`src/rtl/mem_access_unit_pkg.sv`:
```
// rtl/mem_access_unit_pkg.sv - MemControl encodings, FSM states and access-size decode
package mem_access_unit_pkg;

  localparam logic [3:0] MEM_NOP = 4'd0;
  localparam logic [3:0] MEM_LW  = 4'd1;
  localparam logic [3:0] MEM_LH  = 4'd2;
  localparam logic [3:0] MEM_LHU = 4'd3;
  localparam logic [3:0] MEM_LB  = 4'd4;
  localparam logic [3:0] MEM_LBU = 4'd5;
  localparam logic [3:0] MEM_SW  = 4'd6;
  localparam logic [3:0] MEM_SH  = 4'd7;
  localparam logic [3:0] MEM_SB  = 4'd8;

  typedef enum logic [1:0] {
    IDLE = 2'd0,
    BUSY = 2'd1,
    DONE = 2'd2
  } state_t;

  typedef enum logic [1:0] {
    SZ_NONE = 2'd0,
    SZ_BYTE = 2'd1,
    SZ_HALF = 2'd2,
    SZ_WORD = 2'd3
  } size_t;

  function automatic size_t access_size(input logic [3:0] ctl);
    case (ctl)
      MEM_LB, MEM_LBU, MEM_SB: access_size = SZ_BYTE;
      MEM_LH, MEM_LHU, MEM_SH: access_size = SZ_HALF;
      MEM_LW, MEM_SW:          access_size = SZ_WORD;
      default:                 access_size = SZ_NONE;
    endcase
  endfunction

endpackage

```
`src/rtl/mem_lane_align.sv`:
```
// rtl/mem_lane_align.sv - little-endian byte-lane steering, alignment check and load extension
module mem_lane_align
  import mem_access_unit_pkg::*;
(
  input  logic [1:0]  addr_lo,
  input  logic [3:0]  mem_control,
  input  logic [31:0] store_data,
  input  logic [31:0] rdata,
  output logic [3:0]  be,
  output logic [31:0] wdata,
  output logic        misalign,
  output logic [31:0] load_ext
);

  logic [7:0]  rd_byte;
  logic [15:0] rd_half;

  always_comb begin
    case (addr_lo)
      2'd0:    rd_byte = rdata[7:0];
      2'd1:    rd_byte = rdata[15:8];
      2'd2:    rd_byte = rdata[23:16];
      default: rd_byte = rdata[31:24];
    endcase
    rd_half = addr_lo[1] ? rdata[31:16] : rdata[15:0];
  end

  always_comb begin
    be       = 4'b0000;
    wdata    = store_data;
    misalign = 1'b0;
    case (access_size(mem_control))
      SZ_BYTE: begin
        be    = 4'b0001 << addr_lo;
        wdata = {4{store_data[7:0]}};
      end
      SZ_HALF: begin
        be       = 4'b0011 << addr_lo;
        wdata    = {2{store_data[15:0]}};
        misalign = addr_lo[0];
      end
      SZ_WORD: begin
        be       = 4'b1111;
        misalign = |addr_lo;
      end
      default: ;
    endcase
  end

  always_comb begin
    load_ext = 32'h0;
    case (mem_control)
      MEM_LW:  load_ext = rdata;
      MEM_LH:  load_ext = {{16{rd_half[15]}}, rd_half};
      MEM_LHU: load_ext = {16'h0, rd_half};
      MEM_LB:  load_ext = {{24{rd_byte[7]}}, rd_byte};
      MEM_LBU: load_ext = {24'h0, rd_byte};
      default: ;
    endcase
  end

endmodule

```
`src/rtl/mem_access_unit.sv`:
```
// rtl/mem_access_unit.sv - MEM-stage load/store unit: one req/ack bus cycle per access, stalls pipeline
module mem_access_unit
  import mem_access_unit_pkg::*;
#(
  parameter int unsigned TIMEOUT = 16
) (
  input  logic        clk,
  input  logic        rst,
  input  logic [31:0] ALU_result,
  input  logic [31:0] RD2,
  input  logic        MemRead,
  input  logic        MemWrite,
  input  logic [3:0]  MemControl,
  output logic        bus_req,
  output logic        bus_we,
  output logic [31:0] bus_addr,
  output logic [31:0] bus_wdata,
  output logic [3:0]  bus_be,
  input  logic [31:0] bus_rdata,
  input  logic        bus_ack,
  output logic [31:0] load_data,
  output logic        mem_stall,
  output logic        addr_err,
  output logic        bus_err
);

  state_t      state, state_nxt;
  logic [7:0]  wait_cnt;
  logic [3:0]  ctl_q;
  logic [1:0]  alo_q;
  logic        access, start, timed_out;
  logic [3:0]  sel_ctl;
  logic [1:0]  sel_alo;
  logic [3:0]  lane_be;
  logic [31:0] lane_wdata, lane_load;
  logic        lane_misalign;

  assign access    = (MemRead | MemWrite) && (MemControl != MEM_NOP);
  assign timed_out = (wait_cnt == 8'(TIMEOUT - 1));

  // Steer from live inputs while deciding in IDLE; from the captured access afterwards.
  assign sel_ctl = (state == IDLE) ? MemControl       : ctl_q;
  assign sel_alo = (state == IDLE) ? ALU_result[1:0] : alo_q;

  mem_lane_align u_lane (
    .addr_lo     (sel_alo),
    .mem_control (sel_ctl),
    .store_data  (RD2),
    .rdata       (bus_rdata),
    .be          (lane_be),
    .wdata       (lane_wdata),
    .misalign    (lane_misalign),
    .load_ext    (lane_load)
  );

  assign start = (state == IDLE) && access && !lane_misalign;

  always_comb begin
    state_nxt = state;
    bus_req   = 1'b0;
    mem_stall = 1'b0;
    case (state)
      IDLE: begin
        if (start) begin
          mem_stall = 1'b1;
          state_nxt = BUSY;
        end
      end
      BUSY: begin
        bus_req   = 1'b1;
        mem_stall = 1'b1;
        if (bus_ack || timed_out) state_nxt = DONE;
      end
      DONE:    state_nxt = IDLE;
      default: state_nxt = IDLE;
    endcase
  end

  always_ff @(posedge clk) begin
    if (rst) begin
      state     <= IDLE;
      wait_cnt  <= 8'd0;
      bus_we    <= 1'b0;
      bus_be    <= 4'b0000;
      bus_addr  <= 32'h0;
      bus_wdata <= 32'h0;
      load_data <= 32'h0;
      addr_err  <= 1'b0;
      bus_err   <= 1'b0;
      ctl_q     <= MEM_NOP;
      alo_q     <= 2'd0;
    end else begin
      state    <= state_nxt;
      addr_err <= 1'b0;
      bus_err  <= 1'b0;
      case (state)
        IDLE: begin
          if (start) begin
            wait_cnt  <= 8'd0;
            bus_we    <= MemWrite;
            bus_be    <= lane_be;
            bus_addr  <= {ALU_result[31:2], 2'b00};
            bus_wdata <= lane_wdata;
            ctl_q     <= MemControl;
            alo_q     <= ALU_result[1:0];
          end else if (access) begin
            addr_err <= 1'b1;
          end
        end
        BUSY: begin
          if (bus_ack) begin
            if (!bus_we) load_data <= lane_load;
            bus_we <= 1'b0;
            bus_be <= 4'b0000;
          end else if (timed_out) begin
            bus_err <= 1'b1;
            if (!bus_we) load_data <= 32'h0;
            bus_we <= 1'b0;
            bus_be <= 4'b0000;
          end else begin
            wait_cnt <= wait_cnt + 8'd1;
          end
        end
        default: ;
      endcase
    end
  end

endmodule

```
`config.mk`:
```
export PLATFORM = sky130hd
export DESIGN_NAME = mem_access_unit
export DESIGN_NICKNAME = d
export VERILOG_FILES = /design/src/rtl/mem_access_unit_pkg.sv /design/src/rtl/mem_lane_align.sv /design/src/rtl/mem_access_unit.sv
export SDC_FILE = /design/constraint.sdc
export NUM_CORES = 1
export LEC_CHECK = 0
export ABC_AREA = 1
export CAP_MARGIN = 20
export CORE_ASPECT_RATIO = 1.1
export CORE_MARGIN = 2
export CORE_UTILIZATION = 46
export DETAILED_ROUTE_END_ITERATION = 10
export PLACE_DENSITY = 0.81
export SLEW_MARGIN = 10
export SYNTH_ARGS = -nofsm -noshare
export SYNTH_HDL_FRONTEND = slang
export SYNTH_SLANG_ARGS = --single-unit
```
`constraint.sdc`:
```
create_clock -name clk -period 3.4 [get_ports clk]
set_input_delay 1.02 -clock clk [delete_from_list [all_inputs] [get_ports clk]]
set_output_delay 1.02 -clock clk [all_outputs]
set_load 0.05 [all_outputs]
```
# Word level (Yosys, flattened, before mapping)
# Memory sizes are Yosys's and may differ from the RTL's.
# Index checks and enable logic that the tools add are counted.
[totals]
register_bits = 117
rom_bits = 32
inputBits = 105
output_inout_bits = 105
mem_count = 1
[memory_table]
columns = ["memory", "depth", "width", "rd", "rd_clocked_by_memory_dff", "write_ports", "line", "rtl"]
rows = [
  ["(no name shown)", 16, 2, 1, 0, 0, "mem_access_unit_pkg.sv:28", "case (ctl)"],
]
[op_classes]
addsub = 1
eq_ne = 19
shifts = 2
muxes = 32
bitwise_logic = 3
reduce_logical = 18
[op_table]
columns = ["op", "n"]
rows = [
  ["32-bit case mux with 5 select lines", 1],
  ["32-bit 2-to-1 mux", 4],
  ["32-bit case mux with 2 select lines", 1],
  ["8-bit 2-to-1 mux", 3],
  ["8-bit case mux with 3 select lines", 1],
  ["16-bit 2-to-1 mux", 1],
  ["4-bit 2-to-1 mux", 4],
  ["8-bit case mux with 2 select lines", 1],
  ["2-bit inequality test, second input constant", 6],
  ["4-bit case mux with 3 select lines", 1],
  ["8-bit by 1-bit adder with 8-bit output, second input constant", 1],
  ["4-bit by 2-bit equality test with 1-bit output, second input constant", 2],
  ["4-bit by 3-bit equality test with 1-bit output, second input constant", 2],
  ["8-bit by 4-bit equality test with 1-bit output, second input constant", 1],
  ["4-bit case mux with 2 select lines", 1],
  ["4-bit AND reduction", 2],
  ["1-bit 2-to-1 mux", 7],
  ["2-bit by 1-bit equality test with 1-bit output, second input constant", 3],
  ["2-bit equality test, second input constant", 3],
  ["2-bit 2-to-1 mux", 3],
  ["1-bit case mux with 2 select lines", 3],
  ["3-bit OR reduction", 2],
  ["4-bit by 1-bit equality test with 1-bit output, second input constant", 1],
  ["2-bit zero test", 2],
  ["14 further kinds", 19],
]

# Logic depth before layout (Yosys ltp)
# An unclocked memory read counts as a cell.
[depth]
ltp_word = 9
mapped_depth = 19
ltp_nobuf = 18

# Modules after synthesis
# From an unflattened synthesis, not the netlist that was laid out.
[hier_totals]
cells_unflattened = 892
hier_area_um2 = 6077.1
[modules_own_cells]
columns = ["mod", "instances", "cells_per_inst", "area_each_um2"]
rows = [
  ["mem_access_unit", 1, 581, 4476.8],
  ["mem_lane_align", 1, 311, 1600.3],
]

# Worst setup path before layout
# Ideal clock, no wire load.
[synth_path]
kind = "input -> output"
startpoint = "input port MemControl[0]"
endpoint = "output port mem_stall"
arrival_time_ps = 2511
path_slack_ps = -131
cell_stages = 12
cell_sequence = "inv_1 > nand2_2 > o21ai_4 > inv_1 > nor2_1 > nor2_1 > a21oi_1 > nand2_1 > ha_1 > nand2_1 > nand3_2 > nand2_1"
[synth_via]
elab_chain_cells = 8
[synth_lines]
columns = ["item", "line", "rtl"]
rows = [
  ["start: declaration", "mem_access_unit.sv:13", "input logic [3:0] MemControl,"],
  ["4-bit 2-to-1 mux", "mem_access_unit.sv:42", "assign sel_ctl = (state == IDLE) ? MemControl : ctl_q;"],
  ["memory read 16 x 2 bit", "-", ""],
  ["2-bit equality test", "mem_lane_align.sv:32", "case (access_size(mem_control))"],
  ["1-bit case mux with 2 select lines", "mem_lane_align.sv:32", ""],
  ["1-bit zero test", "mem_access_unit.sv:56", "assign start = (state == IDLE) && access && !lane_misalign;"],
  ["1-bit logical AND (*)", "mem_access_unit.sv:56", ""],
  ["1-bit 2-to-1 mux (*)", "mem_access_unit.sv:64", "if (start) begin"],
  ["1-bit case mux with 2 select lines (*)", "mem_access_unit.sv:62", "case (state)"],
  ["end: declaration", "mem_access_unit.sv:22", "output logic mem_stall,"],
]
# Mark *: on every way between the ends. The rest lies on a longest branch, timed or not.

# Worst setup path after layout
# Same ends and word-level chain as after synthesis.

==> flow_metrics.py <==
metrics = {
    "status": {
        "status": "complete, no violations",
    },
    "logic_synthesis": {
        "synth_top_area_frac": 0.3856,
        "synth-main-ff-cell": "dfxtp_1",
        "synth_area_leader_cell": "dfxtp_1",
        "synth_cells": 880,
        "ys_types": 38,
        "ys_seq_area_frac": 0.3856,
        "ys_async_sr_fraction": 0,
        "synthTopCellsByArea": "dfxtp_1, nand2_1, nor2_1",
        "yosysWarnings": 0,
        "synth_area_um2": 6075,
        "syn_avg_cell_area_um2": 6.903,
        "synth_edf_count": 0,
        "ys_ff_latch": 117,
    },
    "global_route": {
        "antenna_found_initial": 0,
        "grt_use_met2": 0.4533,
        "grt_usage": 0.2668,
        "grt_util_met1": 0.3106,
        "busiest_layer": "met2",
        "grt_pass1_wl_mm": 30.31,
        "grt_pass1_vias": 6300,
        "grt_max_degree": 69,
        "gr-usage-met3": 0.07640,
        "overflow": 0,
    },
    "routing": {
        "drc": 0,
        "wl_per_cell_um": 14.65,
        "routed_via_density": 5.177,
        "firstDrtPassIters": 5,
        "vias": 6616,
        "wirelength_mm": 18.72,
        "ant_nets": 0,
        "drtIter0Drc": 548,
    },
    "timing": {
        "finalSetupViolations": 0,
        "finClkSkew_ps": 5.401,
        "period_share": 0.9847,
        "drv_slew": 0,
        "finalHoldWorstSlack_ps": 464.0,
        "finalHoldViolCount": 0,
        "fmax_mhz": 298.7,
        "finalWorstSetupSlack_ps": 52.06,
        "worstMarginPinSlew_ps": 625.4,
        "setup_tns_ps": 0,
        "min_period_ps": 3348,
        "slew_headroom": 0.5831,
    },
    "clocking": {
        "cts-root-buf": "clkbuf_16",
        "clock_latency_ps": 420,
        "hold_buffers": 0,
        "cts_made_buffers": 17,
        "cts_tree": "yes",
        "htreeDepth": 4,
        "clk_pin_slew_worst_paths_ps": 50,
        "clkSinkCount": 117,
        "clockBufferDepth": 2,
    },
    "critical_path": {
        "cp.required_ps": 2380,
        "rrSetupSlack_ps": 620,
        "cpPeakStageDelay_ps": 220,
        "r2r-start": "state[1]",
        "cp_max_fo": 3,
        "critPathLaunchType": "input port",
        "r2r-end": "ctl_q[2]",
        "crit_chain": "buf_8 -> inv_6 -> nand2_4 -> o21ai_4 -> buf_4 -> nand2_4 -> nand2_2 -> nor2_4 -> ha_2 -> nand2_2 -> nand3_4 -> nand2_4 -> buf_12",
        "crit_end": "mem_stall",
        "crit_type": "in -> out",
        "ff2ff_path_depth": 16,
        "crit_top_cell": "nand2_4",
        "worst-endpoint-arrival_ps": 2330,
        "crit_start": "MemControl[0]",
        "endpoint_kind": "output port",
        "cp_slowest_cell": "ha_2",
    },
    "cells_and_area": {
        "syn_to_final_growth_pct": 50.18,
        "fin_nets": 1216,
        "fin_util": 0.6992,
        "diodes": 0,
        "drive_above_1_share": 0.1379,
    },
    "place": {
        "pre_cts_slack_ps": -415.0,
        "placement.io_buffers": 207,
        "dp_hpwl_mm": 13.07,
        "gp_congestion": 0.9379,
    },
    "floorplanning": {
        "die_w_um": 113.6,
        "die_area_um2": 14140,
        "die_h_um": 124.5,
        "fp-row-count": 44,
        "io_pins": 210,
        "coreArea_um2": 13050,
        "initial_core_util": 0.4656,
    },
    "run": {
        "cap_violations": 0,
    },
    "power_and_ir_drop": {
        "vdd_ir_drop_max_uv": 583.7,
        "p_total_w": 0.008392,
        "p_per_area_nw_per_um2": 920.0,
        "p_leak_nw": 3.908,
    },
    "min_path": {
        "worstHoldPathType": "reg -> reg",
    },
}
worst min path at each step:
stage                        from             to  cells past startpoint
floorplan                alo_q[1]       alo_q[1]                      2
global placement    load_data[20]  load_data[20]                      2
detailed placement  load_data[12]  load_data[12]                      2
CTS                 load_data[12]  load_data[12]                      2
global route        load_data[24]  load_data[24]                      2
finish              load_data[20]  load_data[20]                      2
cells in the final DEF (no fill, tap or decap), types with 13 or more instances in the layout:
cell / n
a21oi_1: 52
a21oi_2: 15
buf_4: 42
clkbuf_16: 17
clkdlybuf4s50_1: 201
dfxtp_1: 117
inv_1: 60
nand2_1: 204
nand2_2: 13
nand3_1: 74
nor2_1: 120
o21ai_0: 79
o21ai_1: 17
stage by stage:
stage / instance area [µm²] / instances
2_1_floorplan: 6086 / 881
3_3_place_gp: 8432 / 1240
3_5_place_dp: 8432 / 1240
4_1_cts: 9062 / 1275
5_1_grt: 9123 / 1278
6_report: 9123 / 1278
Yosys cell counts (5+ instances only):
master    instances
inv_1            64
a211oi_2          5
nand2_1         210
nand4_1           7
nor2_1          122
dfxtp_1         117
or2_2             9
nand2_2           9
a21oi_1          52
a21oi_2          15
clkbuf_1         22
buf_4            11
ha_1              5
nor2_4            5
o21ai_0          80
buf_2            12
o211a_1           6
nand3_1          74
o22ai_1           6
o21ai_1          16
report_power, final:
group          internal, W  leakage, nW  switching (W)
sequential         0.00174        0.961       0.000203
clock              0.00114        0.280       0.000598
combinational      0.00164         2.67        0.00307
cell type report:
cell class / instances / area (µm²)
tap: 161 / 201.4
sequential: 117 / 2342
clock inverter: 4 / 70.07
inverter: 69 / 269.0
clock buffer: 26 / 499.2
multi-input combinational: 647 / 3267
timing repair buffer: 254 / 2474
fill: 1054 / 3925
sequential cells by signal (all words and copies together), names as in the netlist:
signal,count
ctl_q,4
bus_wdata,32
bus_we,1
addr_err,1
load_data,32
bus_be,4
state,2
alo_q,2
wait_cnt,8
bus_addr,30
bus_err,1
critical path: cells and delay by family:
kind,cells,cell delay (ps)
buffers and inverters,4,440
adders and majority gates,1,220
and+or+nand+nor,7,590
AOI/OAI and AO/OA,1,60
repair_timing:
item,in CTS,in global routing
gates cloned,0,0
setup endpoints to repair,1,1
resized for setup,22,15
hold endpoints to repair,0,0
buffers inserted,5,3
pin swaps,6,10
cells by family (layout without fill, tap and decap cells):
group / after synthesis / after routing / synth area share
compound gates: 186 / 186 / 0.1827
xor+xnor: 3 / 3 / 0.004326
fa+ha+maj: 5 / 5 / 0.01030
buf+inv: 117 / 353 / 0.08671
flops: 117 / 117 / 0.3856
other cells: 1 / 2 / 0.0006173
simple gates: 451 / 451 / 0.3298
metal layers:
metal / part of all wire / vias up / wire length, µm
met1: 0.41 / 2988 / 7585
met3: 0.079 / 44 / 1486
met5: 0 / - / 0
met2: 0.49 / 274 / 9111
met4: 0.029 / 0 / 535
li1: - / 3310 / -
(Power assumes the default switching activity.)
